**config.mk**
```make
export PLATFORM = sky130hd
export DESIGN_NAME = sv32_walk_mem_responder_flat
export DESIGN_NICKNAME = d
export VERILOG_FILES = /design/src/rtl/sv32_walk_mem_responder_pkg.sv /design/src/rtl/sv32_walk_mem_responder_if.sv /design/src/rtl/sv32_walk_mem_responder_tag_ram.sv /design/src/rtl/sv32_walk_mem_responder.sv /design/src/flat_wrapper.sv
export SDC_FILE = /design/constraint.sdc
export NUM_CORES = 1
export LEC_CHECK = 0
export CAP_MARGIN = 20
export CORE_MARGIN = 2
export CORE_UTILIZATION = 34
export DETAILED_ROUTE_END_ITERATION = 10
export PLACE_DENSITY = 0.7
export SYNTH_ARGS = -nofsm -noshare
export SYNTH_HDL_FRONTEND = slang
export SYNTH_SLANG_ARGS = --single-unit
```
**constraint.sdc**
```tcl
create_clock -name clk -period 2.91 [get_ports clk]
set_input_delay 0.4365 -clock clk [delete_from_list [all_inputs] [get_ports clk]]
set_output_delay 0.4365 -clock clk [all_outputs]
set_load 0.05 [all_outputs]
```
**src/rtl/sv32_walk_mem_responder_pkg.sv**
```systemverilog
// Shared types and helpers for the Sv32 walker PTE fetch responder.
package sv32_walk_mem_responder_pkg;

  localparam logic [1:0] SV32_PTE_ALIGN_MASK = 2'b11;

  typedef enum logic [1:0] {
    ST_IDLE,
    ST_BUS,
    ST_RESP
  } resp_state_e;

  // Word-aligned and inside [base, base+size); 33-bit sum so a window ending at 2^32 does not wrap.
  function automatic logic pte_addr_legal(input logic [31:0] addr,
                                          input logic [31:0] base,
                                          input logic [31:0] size);
    logic [32:0] a;
    logic [32:0] lo;
    logic [32:0] hi;
    a  = {1'b0, addr};
    lo = {1'b0, base};
    hi = {1'b0, base} + {1'b0, size};
    return ((addr[1:0] & SV32_PTE_ALIGN_MASK) == 2'b00) && (a >= lo) && (a < hi);
  endfunction

endpackage

```
**src/rtl/sv32_walk_mem_responder_if.sv**
```systemverilog
// Request/response channel used both for the walker port and the memory bus port.
interface sv32_walk_mem_responder_if;
  logic        valid;
  logic [31:0] addr;
  logic [3:0]  wstrb;
  logic        ready;
  logic [31:0] rdata;

  modport master (output valid, output addr, output wstrb, input ready, input rdata);
  modport slave  (input valid, input addr, output ready, output rdata);
endinterface

```
**src/rtl/sv32_walk_mem_responder_tag_ram.sv**
```systemverilog
// Direct-mapped tag/payload store for the optional PTE cache (SV32_PTE_CACHE_EN).
// Valid bits clear asynchronously on resetn low; lookups are combinational.
`ifdef SV32_PTE_CACHE_EN
module sv32_walk_mem_responder_tag_ram #(
  parameter int unsigned TAG_RAM_ADDR_WIDTH = 4,
  parameter int unsigned PAYLOAD_WIDTH      = 32
) (
  input  logic                     clk,
  input  logic                     resetn,
  input  logic [29:0]              lookup_word,
  output logic                     hit,
  output logic [PAYLOAD_WIDTH-1:0] hit_data,
  input  logic                     fill_en,
  input  logic [29:0]              fill_word,
  input  logic [PAYLOAD_WIDTH-1:0] fill_data
);
  localparam int unsigned N  = 1 << TAG_RAM_ADDR_WIDTH;
  localparam int unsigned TW = 30 - TAG_RAM_ADDR_WIDTH;

  logic [N-1:0]             valid_q;
  logic [TW-1:0]            tag_q  [N];
  logic [PAYLOAD_WIDTH-1:0] data_q [N];

  logic [TAG_RAM_ADDR_WIDTH-1:0] l_idx, f_idx;
  logic [TW-1:0]                 l_tag, f_tag;

  assign l_idx = lookup_word[TAG_RAM_ADDR_WIDTH-1:0];
  assign l_tag = lookup_word[29:TAG_RAM_ADDR_WIDTH];
  assign f_idx = fill_word[TAG_RAM_ADDR_WIDTH-1:0];
  assign f_tag = fill_word[29:TAG_RAM_ADDR_WIDTH];

  // Valid bits: cleared by reset/flush, set on fill.
  always_ff @(posedge clk or negedge resetn) begin
    if (!resetn) valid_q <= '0;
    else if (fill_en) valid_q[f_idx] <= 1'b1;
  end

  // Tag and payload storage, no reset needed behind the valid bits.
  always_ff @(posedge clk) begin
    if (fill_en) begin
      tag_q[f_idx]  <= f_tag;
      data_q[f_idx] <= fill_data;
    end
  end

  assign hit      = valid_q[l_idx] && (tag_q[l_idx] == l_tag);
  assign hit_data = data_q[l_idx];
endmodule
`endif

```
**src/rtl/sv32_walk_mem_responder.sv**
```systemverilog
// Sv32 page-table walker PTE fetch responder: range-checks each walker request, reads the PTE
// over a read-only bus port and returns it with a one-cycle ready strobe.
// Optional PTE cache compiled in with SV32_PTE_CACHE_EN.
module sv32_walk_mem_responder
  import sv32_walk_mem_responder_pkg::*;
#(
  parameter logic [31:0] PT_BASE           = 32'h8000_0000,
  parameter logic [31:0] PT_SIZE           = 32'h0800_0000,
  parameter int unsigned PTE_CACHE_ENTRIES = 16
) (
  input  logic                         clk,
  input  logic                         resetn,
  input  logic                         tlb_flush,
  sv32_walk_mem_responder_if.slave     walk,
  sv32_walk_mem_responder_if.master    mem,
  output logic [31:0]                  walk_req_count
);
  localparam int unsigned IDX_W = $clog2(PTE_CACHE_ENTRIES);

  resp_state_e state_q, state_d;
  logic [31:0] addr_q, addr_d;
  logic [31:0] rdata_q, rdata_d;
  logic [31:0] count_q, count_d;
  logic        ready_q, ready_d;
  logic        mem_valid_q, mem_valid_d;
  logic        fault_q, fault_d;
  logic        abandon_q, abandon_d;
  logic        legal;
  logic        cache_hit;
  logic [31:0] cache_data;

  assign legal = pte_addr_legal(walk.addr, PT_BASE, PT_SIZE);

`ifdef SV32_PTE_CACHE_EN
  logic cache_rstn;
  logic fill_en;
  assign cache_rstn = resetn & ~tlb_flush;
  assign fill_en    = (state_q == ST_BUS) && !fault_q && mem.ready;

  sv32_walk_mem_responder_tag_ram #(
    .TAG_RAM_ADDR_WIDTH (IDX_W),
    .PAYLOAD_WIDTH      (32)
  ) u_tag_ram (
    .clk         (clk),
    .resetn      (cache_rstn),
    .lookup_word (walk.addr[31:2]),
    .hit         (cache_hit),
    .hit_data    (cache_data),
    .fill_en     (fill_en),
    .fill_word   (addr_q[31:2]),
    .fill_data   (mem.rdata)
  );
`else
  logic unused_cfg;
  assign unused_cfg = tlb_flush ^ IDX_W[0];
  assign cache_hit  = 1'b0;
  assign cache_data = '0;
`endif

  // Next-state and next-output logic.
  // A faulting request passes through BUS with no bus request so its strobe lands two cycles after
  // acceptance; a cache hit skips BUS and strobes one cycle after acceptance.
  always_comb begin
    state_d     = state_q;
    addr_d      = addr_q;
    rdata_d     = rdata_q;
    count_d     = count_q;
    ready_d     = 1'b0;
    mem_valid_d = mem_valid_q;
    fault_d     = fault_q;
    abandon_d   = abandon_q;
    unique case (state_q)
      ST_IDLE: begin
        if (walk.valid) begin
          addr_d    = walk.addr;
          abandon_d = 1'b0;
          fault_d   = 1'b0;
          if (count_q != '1) count_d = count_q + 32'd1;
          if (!legal) begin
            fault_d = 1'b1;
            rdata_d = '0;
            state_d = ST_BUS;
          end else if (cache_hit) begin
            rdata_d = cache_data;
            ready_d = 1'b1;
            state_d = ST_RESP;
          end else begin
            mem_valid_d = 1'b1;
            state_d     = ST_BUS;
          end
        end
      end
      ST_BUS: begin
        if (!walk.valid) abandon_d = 1'b1;
        if (fault_q) begin
          ready_d = walk.valid && !abandon_q;
          state_d = ST_RESP;
        end else if (mem.ready) begin
          rdata_d     = mem.rdata;
          mem_valid_d = 1'b0;
          ready_d     = walk.valid && !abandon_q;
          state_d     = ST_RESP;
        end
      end
      ST_RESP: state_d = ST_IDLE;
      default: state_d = ST_IDLE;
    endcase
  end

  // State and registered outputs.
  always_ff @(posedge clk or negedge resetn) begin
    if (!resetn) begin
      state_q     <= ST_IDLE;
      addr_q      <= '0;
      rdata_q     <= '0;
      count_q     <= '0;
      ready_q     <= 1'b0;
      mem_valid_q <= 1'b0;
      fault_q     <= 1'b0;
      abandon_q   <= 1'b0;
    end else begin
      state_q     <= state_d;
      addr_q      <= addr_d;
      rdata_q     <= rdata_d;
      count_q     <= count_d;
      ready_q     <= ready_d;
      mem_valid_q <= mem_valid_d;
      fault_q     <= fault_d;
      abandon_q   <= abandon_d;
    end
  end

  assign walk.ready     = ready_q;
  assign walk.rdata     = rdata_q;
  assign mem.valid      = mem_valid_q;
  assign mem.addr       = addr_q;
  assign mem.wstrb      = '0;
  assign walk_req_count = count_q;
endmodule

```
**src/flat_wrapper.sv**
```systemverilog
// flat-port wrapper written by rule: the top's interface ports become plain ports
module sv32_walk_mem_responder_flat import sv32_walk_mem_responder_pkg::*;
#(
  parameter logic [31:0] PT_BASE           = 32'h8000_0000,
  parameter logic [31:0] PT_SIZE           = 32'h0800_0000,
  parameter int unsigned PTE_CACHE_ENTRIES = 16
)
  (clk, resetn, tlb_flush, walk_req_count, walk_valid, walk_addr, walk_ready, walk_rdata, mem_valid, mem_addr, mem_wstrb, mem_ready, mem_rdata);
  sv32_walk_mem_responder_if walk_i ();
  sv32_walk_mem_responder_if mem_i ();
  input  logic clk;
  input  logic resetn;
  input  logic tlb_flush;
  output logic [31:0] walk_req_count;
  input wire logic [$bits(walk_i.valid)-1:0] walk_valid;
  input wire logic [$bits(walk_i.addr)-1:0] walk_addr;
  output wire logic [$bits(walk_i.ready)-1:0] walk_ready;
  output wire logic [$bits(walk_i.rdata)-1:0] walk_rdata;
  output wire logic [$bits(mem_i.valid)-1:0] mem_valid;
  output wire logic [$bits(mem_i.addr)-1:0] mem_addr;
  output wire logic [$bits(mem_i.wstrb)-1:0] mem_wstrb;
  input wire logic [$bits(mem_i.ready)-1:0] mem_ready;
  input wire logic [$bits(mem_i.rdata)-1:0] mem_rdata;
  assign walk_i.valid = walk_valid;
  assign walk_i.addr = walk_addr;
  assign walk_ready = walk_i.ready;
  assign walk_rdata = walk_i.rdata;
  assign mem_valid = mem_i.valid;
  assign mem_addr = mem_i.addr;
  assign mem_wstrb = mem_i.wstrb;
  assign mem_i.ready = mem_ready;
  assign mem_i.rdata = mem_rdata;
  sv32_walk_mem_responder #(.PT_BASE(PT_BASE), .PT_SIZE(PT_SIZE), .PTE_CACHE_ENTRIES(PTE_CACHE_ENTRIES)) u_core (.clk(clk), .resetn(resetn), .tlb_flush(tlb_flush), .walk(walk_i), .mem(mem_i), .walk_req_count(walk_req_count));
endmodule
```
Word level (Yosys, flattened, before mapping) --
Cells that the tools add are included.
Storage, ports and cells: flip-flop bits (word level) 102, bits in latches 0, memory bits (writable) 0, memory bits (read-only) 0, output and inout port bits 102, word-level logic and storage cells 54, memories 0
Cells by class: add/sub/neg operators 1, multipliers 0, div/mod/pow operators 0, order comparisons 2, equality and inequality tests 9, shift-type cells 0, multiplexer cells 21, bitwise gates (word level) 0, reductions and logical operators 13
Operators with widths (count):
- $mux 32 | 4
- $pmux 32 s2 | 1
- $add 32x1->32 const B | 1
- $ge 32x32->1 const B | 1
- $lt 32x32->1 const B | 1
- $ne 32x32->1 const B | 1
- $mux 1 | 10
- $ne 2x2->1 const B | 5
- $reduce_and 5->1 | 2
- $mux 2 | 3
- $reduce_and 3->1 | 2
- $logic_not 2->1 | 2
- $pmux 1 s2 | 2
- $pmux 2 s2 | 1
- $reduce_and 2->1 | 2
- $logic_and 1x1->1 | 3
- $ne 3x2->1 const B | 1
- $eq 2x1->1 const B | 1
- $ne 2x1->1 const B | 1
- $reduce_bool 2->1 | 1
- $logic_not 1->1 | 1

Logic depth before layout (Yosys ltp) --
Gate-level depths: netlist of run 1.
word-level depth 6, depth in mapped cells 7

Worst setup path before layout of run 1 --
No wires, ideal clock.
path type register -> register, start register u_core.count_q[0] (netlist: u_core.walk_req_count[0]), end register u_core.count_q[3] (netlist: u_core.walk_req_count[3]), setup time 0.147 ns, arrival 2.320 ns, path slack 0.443 ns, cell stages (with the launch flop) 7, period minus slack after synthesis 2.467 ns, path through dfrtp_1 > ha_1 > nand4_1 > nor4_1 > a21oi_1 > and4_1 > xor2_1
On the way: cells in the longest elaborated chain, start to end 2, elaborated cells between the ends (all ways) 3, those cells by class 1 x add/sub; 1 x eq/ne; 1 x reduce/logical
Ends and longest elaborated chain:
- from (decl) | RTL line sv32_walk_mem_responder.sv:23 | logic [31:0] count_q, count_d;
- from (signal assigned) | RTL line sv32_walk_mem_responder.sv:125 | count_q <= count_d;
- branches (longest 2 deep; another with $add 32x1->32)
Several ways; the timed one is not identified. A chain may end at the register's enable or synchronous reset.

Final worst setup path of run 1 --
start input walk_valid, end register u_core.count_q[31] (netlist: u_core.walk_req_count[31])
On the way: cells in the longest elaborated chain, start to end 1
Ends and longest elaborated chain:
- from (decl) | RTL line flat_wrapper.sv:15 | input wire logic [$bits(walk_i.valid)-1:0] walk_valid;
- $reduce_and 3->1 (no line)
No other way between the ends.

==> results.md, run 1 <==
* Outcome: finished clean
* Die area at 13400 sq um
* Post-synth EDFFs at 0
* Peak VDD IR at 402 uV
* Layout Skew at between 5 and 6 ps
* Remaining DRCs at 0
* DIE HEIGHT at 116 um
* Period utilisation layout at 0.854
* Final Max Tran Viols at 0
* Resized Gates After CTS at 0
* Vias per inst at 4.73
* # fillers at 1137
* Cell taking the most area after synthesis: dfrtp_1
* Final-stage net count at 664
* Ys Warns at 0
* Num ports at about 170
* CP bufs+invs at 1
* Number of buffers added on ports at 165
* Vias at 3626
* Share of cells above drive strength 1 at 0.0584
* Clock sink count at just over 100
* Placer congestion estimate at 0.786
* Reg clk slew, reported paths at around 70 ps
* CTS tree: done
* Cell count after synthesis at 424
* Hold Vio Cnt, Final at 0
* Post-synthesis sequential area ratio at 0.601
* Row count at 40
* WL final at 11000 um
* Least-Margin Pin Slew at 719 ps
* Worst Hold Class: input port to async pin
* CP delay by family, top: simple AND/OR/NAND/NOR gates
* Chip width at 116 um
* Hold Buf Count CTS at 0
* Worst EP arrival at ~2700 ps
* Mean Syn Cell Area at 10.0 sq um
* CTS root buffer: clkbuf_16
* Final-report setup violation count at 0
* Area Overhead vs Synth at 51.5%
* Yosys cell types at between 40 and 50
* H-tree levels at 3
* Total Power at 4.85 mW
* Setup Crit Path Kind: input port to flop
* RSZ-0062 raised after global routing: false
* Clk Latency, worst-skew pair at 340 ps
* Initial Util at 0.351
* Initial drt markers at 174
* Max Freq at 402 MHz
* Total CTS buffers at 9
* Post-synth top flop: dfrtp_1
* Setup tns final at 0 ps
* Worst Setup End Kind: flop
* Ys async rst share at 1.00
* Clk buf depth at 2
* Hpwl dp at between 7000 and 8000 um
* Cell area power density at about 750 nW/um^2
* Crit-path slowest cell: or4_4
* Per-cell routed wire length at 14.3 um
* GRT overflow at 0
* Post-route ant nets at 0
* Synth top area cells: dfrtp_1, nand2_1, xnor2_1
* Initial DRT Pass Iterations at 4
* # Max-Cap Violations at 0
* Vias in the first global route at 3540
* Synth Register Bits at 102
* Req. time, crit path at 3130 ps
* Critical-path maximum fanout at 3
* Setup crit start kind: input port
* Synthesized area at 4250 sq um
* Post-synth top area share at 0.601
* Worst stage delay on the critical path at 600 ps
* Tmin final at 2490 ps
* Worst path cell trace: clkdlybuf4s50_1 -> or3b_1 -> or4_4 -> nor4_4 -> nand3_1 -> mux2_1
* Post-CTS Setup Inserts at 0
* Core area at 12100 sq um
* Total Routing Usage GR at 0.170
* Global-route wire length before repair at 17800 um
* P_leak at about 2.8 nW
* Slew HR at 0.514
* Largest net degree at the start of global routing at 56
* Diode count at 0
* Initial antenna violation count at 0
[layer usage]
layer	vias up	wire [um]	GRT usage
met2	114	5320	0.266
met3	9	774	0.0497
li1	1754	-	-
met4	0	171	0.0690
met5	-	0	0
met1	1749	4730	0.224
[power breakdown]
| part | switching (mW) | internal, mW | total [mW] |
|---|---|---|---|
| registers | 0.196 | 1.65 | 1.85 |
| logic | 1.20 | 0.595 | 1.79 |
| clock network | 0.519 | 0.691 | 1.21 |
[layout make-up]
| type | count | area (sq um) | share of cell area |
|---|---|---|---|
| timing repair buffer | 176 | 1730 | 0.269 |
| clock inverter | 5 | 58.8 | 0.00913 |
| tap | 168 | 210 | 0.0326 |
| clock buffer | 11 | 243 | 0.0377 |
| inverter | 5 | 18.8 | 0.00291 |
| sequential | 102 | 2550 | 0.396 |
| multi-input combinational | 300 | 1620 | 0.252 |
[stage by stage]
step / worst slack, ps / cell area, sq um / utilization / cells / hold WS (ps)
after floorplan: 443 / 4260 / - / 427 / 141
final: 425 / 6440 / 0.532 / 767 / 128
after global routing: 323 / 6440 / 0.532 / 767 / 190
after detailed placement: 53.6 / 6140 / 0.507 / 751 / 459
after CTS: 426 / 6440 / 0.532 / 767 / 153
after global placement: 101 / 6140 / 0.507 / 751 / 448
[cell usage in the layout (no fill, tap or decap), types with 5 or more instances in the layout]
cell type        instances
nand3_1                 13
nand4_1                 16
nand2_1                145
xnor2_1                 16
xor2_1                  11
buf_4                   12
a22o_1                  15
nor2_1                  13
dfrtp_1                102
o21ai_0                 19
clkbuf_16                9
clkdlybuf4s50_1        164
inv_1                    5
nor3_1                   7
[synthesized netlist by cell type (all sizes together) (2+ instances only)]
| cell type | n |
|---|---|
| a21oi | 3 |
| a22o | 15 |
| a31oi | 4 |
| and2 | 2 |
| and3 | 4 |
| and4 | 4 |
| buf | 6 |
| clkbuf | 14 |
| dfrtp | 102 |
| inv | 5 |
| mux2 | 2 |
| nand2 | 145 |
| nand3 | 13 |
| nand4 | 16 |
| nor2 | 13 |
| nor3 | 8 |
| nor4 | 4 |
| nor4b | 2 |
| o21ai | 19 |
| or4 | 2 |
| xnor2 | 16 |
| xor2 | 11 |
[state kept, by name (all words and copies together), names as in the netlist]
name,count
u_core.mem.valid,1
u_core.abandon_q,1
u_core.state_q,2
u_core.walk.ready,1
u_core.walk.rdata,32
u_core.fault_q,1
u_core.walk_req_count,32
u_core.mem.addr,32
[logic make-up (layout without fill, tap and decap cells)]
| logic type | Yosys count | after routing | synth area share |
|---|---|---|---|
| AOI/OAI and AO/OA | 45 | 45 | 0.0709 |
| xor gates and xnor gates | 27 | 27 | 0.0556 |
| adders and majority gates | 1 | 1 | 0.00294 |
| buffers and inverters | 25 | 197 | 0.0256 |
| DFF | 102 | 102 | 0.601 |
| muxes | 3 | 3 | 0.00765 |
| other | 1 | 4 | 0.000882 |
| and+or+nand+nor | 220 | 220 | 0.236 |
[path summary, 6_finish.rpt]
| kind | startpoint | cells past startpoint | slack, ps | endpoint |
|---|---|---|---|---|
| worst min register to register | u_core.mem.addr[28]$_DFFE_PN0P_ | 2 | 470 | u_core.mem.addr[28]$_DFFE_PN0P_ |
| worst max-delay path | walk_valid | 6 | 420 | u_core.walk_req_count[31]$_DFFE_PN0P_ |
| worst min-delay path | resetn | 1 | 130 | u_core.mem.addr[15]$_DFFE_PN0P_ |
| min in group clk | u_core.mem.addr[28]$_DFFE_PN0P_ | 2 | 470 | u_core.mem.addr[28]$_DFFE_PN0P_ |
| worst max register to register | u_core.state_q[1]$_DFFE_PN0P_ | 5 | 510 | u_core.walk_req_count[31]$_DFFE_PN0P_ |
| max in group asynchronous | resetn | 2 | 1930 | u_core.walk.rdata[7]$_DFFE_PN0P_ |
Power figures use the tool's default switching activity.
==> run 2, diff against run 1 <==
ABC_AREA = 1   (was unset)
CORE_UTILIZATION = 40   (was 34)
PLACE_DENSITY = 0.77   (was 0.7)
==> results.md, run 2 <==
* Outcome: finished clean
* Top layer used by detailed routing: met4
* Cell area power density at 997 nW/um^2
* Post-CTS Setup Inserts at 0
* Synth top area cells: dfrtp_1, nand2_1, o21ai_0
* Num ports at 171
* Crit-path slowest cell: clkdlybuf4s50_1
* Initial antenna violation count at 0
* Vias at between 4000 and 5000
* Largest net degree at the start of global routing at 50
* CP delay by family, top: buffers and inverters
* Slew HR at 0.609
* GRT overflow at 0
* Most frequent cells in the layout: nand2_1, clkdlybuf4s50_1, dfrtp_1
* Cell with the most instances after synthesis: nand2_1
* RSZ-0062 raised after global routing: false
* Int Power at between 3 and 4 mW
* Clk Latency, worst-skew pair at between 300 and 400 ps
* Worst EP arrival at approximately 1700 ps
* Placed Area at ~6700 sq um
* Period utilisation layout at 0.727
* CP bufs+invs at 1
* Mean Syn Cell Area at around 7.5 sq um
* Most common library cell in the layout ignoring fill and taps: nand2_1
* Hold Buf Count CTS at 0
* Row count at 40
* Remaining DRCs at 0
* Critical-path maximum fanout at 7
* Top post-synthesis cells by count: nand2_1, dfrtp_1, nor2_1, inv_1, o21ai_0
* Reg clk slew, reported paths at around 70 ps
* Initial Util at 0.411
* Vias per inst at between 4 and 5
* Ys Warns at 0
* Hold WS at ~83 ps
* Least-Margin Pin Slew at 586 ps
* Hold Vio Cnt, Final at 0
* Max Freq at between 400 and 500 MHz
* Req. time, crit path at about 2500 ps
* Setup tns final at 0 ps
* Clock power share at 0.177
* CTS root buffer: clkbuf_16
* Layout Skew at between 6 and 7 ps
* Yosys cell types at 29
* Diode count at 0
* Vias in the first global route at 4439
* Resized Gates After CTS at 0
* Worst Hold Class: input port to async pin
* Setup Crit Path Kind: flop to output pin
* Hpwl dp at 9100 um
* Worst stage delay on the critical path at between 800 and 900 ps
* Setup crit start kind: flop
* Initial DRT Pass Iterations at 4
* Final instance area at 7050 sq um
* Final-stage net count at 890
* Peak VDD IR at 673 uV
* Ys async rst share at 1.00
* Register share of total power at 0.308
* Post-synth top flop: dfrtp_1
* Initial drt markers at 231
* Combinational power share at 0.515
* Total Power at 7.03 mW
* Final-report setup violation count at 0
* Synthesized area at between 4000 and 5000 sq um
* CTS tree: done
* Post-route ant nets at 0
* # Max-Cap Violations at 0
* # fillers at 1099
* Per-cell routed wire length at roughly 12 um
* Register Area at 2550 sq um
* Post-synthesis sequential area ratio at 0.514
* Post-synth top area share at 0.514
* Tmin final at 2120 ps
* H-tree levels at 3
* Met2 wire len at a little under 6000 um
* Global-route wire length before repair at approximately 21000 um
* Cell count after synthesis at between 600 and 700
* Clock sink count at about 100
* Total CTS buffers at 9
* Number of buffers added on ports at 165
* P_leak at 3.32 nW
* Final Max Tran Viols at 0
* Cell taking the most area after synthesis: dfrtp_1
* Worst path cell trace: clkdlybuf4s50_1
* Sw Pwr at 3.36 mW
* Synth Register Bits at 102
* Placer congestion estimate at 0.930
* Multi-input logic area at 2080 sq um
* Core area at 12100 sq um
* Clk buf depth at 2
* Met3 wire len at 796 um
* Worst Setup End Kind: output pin
* Sw frac at 0.477
* Area Overhead vs Synth at 42.2%
* Share of cells above drive strength 1 at 0.0558
* WL met1 at 5490 um
* WL final at 12400 um
* R2R Setup Slk at 910 ps
* Die area at 13300 sq um
* Post-synth EDFFs at 0
* Chip width at 115 um
* Total Routing Usage GR at 0.197
* DIE HEIGHT at 115 um
## run 2: changes by cell type after synthesis, moves of 10 or more
cell     previous run  this run
nor2_1             13        54
xnor2_1            16         6
nand4_1            16         2
a22o_1             15         0
nand2_2             0        11
inv_1               5        47
nand2_1           145       327
o21ai_0            19        41
## run 2: cell families (layout without fill, tap and decap cells)
family	Yosys count	in the layout	synth area share
buffers and inverters	73	237	0.0683
and+or+nand+nor	424	424	0.346
xor gates and xnor gates	13	13	0.0229
DFF	102	102	0.514
other	1	4	0.000756
AOI/OAI and AO/OA	44	44	0.0449
adders and majority gates	1	1	0.00252
## run 2: metrics by stage
step,setup slack (ps),util,std cells
6_report,794,0.585,993
4_1_cts,784,0.585,993
3_5_place_dp,679,0.559,977
2_1_floorplan,889,-,661
3_3_place_gp,702,0.559,977
5_1_grt,732,0.585,993
## run 2: power by group through the flow
stage	Combinational [mW]	Clock [mW]	Sequential, mW
floorplan	0.886	0	3.72
detailed placement	3.66	0	2.18
global route	3.87	1.34	2.23
CTS	3.66	1.28	2.17
finish	3.63	1.24	2.17
global placement	3.63	0	2.18
## run 2: area by class of cell
cell class                      instances  share of cell area
Timing Repair Buffer                  172               0.243
Clock inverter                          7              0.0115
Clock buffer                            9              0.0319
Inverter                               49              0.0268
Sequential cell                       102               0.362
Multi-Input combinational cell        486               0.295
Tap cell                              168              0.0298
## run 2: path summary, 6_finish.rpt
path                                                             from                               endpoint  cells after the start
worst min register to register           u_core.abandon_q$_DFFE_PN0P_            u_core.walk.ready$_DFF_PN0_                      1
worst min-delay path                                           resetn   u_core.walk_req_count[3]$_DFFE_PN0P_                      1
min in group clk                         u_core.abandon_q$_DFFE_PN0P_            u_core.walk.ready$_DFF_PN0_                      1
worst max-delay path            u_core.walk_req_count[17]$_DFFE_PN0P_                     walk_req_count[17]                      1
worst max register to register   u_core.walk_req_count[0]$_DFFE_PN0P_  u_core.walk_req_count[22]$_DFFE_PN0P_                     10
max in group asynchronous                                      resetn      u_core.walk.rdata[13]$_DFFE_PN0P_                      2
## run 2: layer usage
metal,vias up,track usage
li1,2317,-
met1,2070,0.251
met2,117,0.315
met3,22,0.0564
met4,0,0.0811
met5,-,0
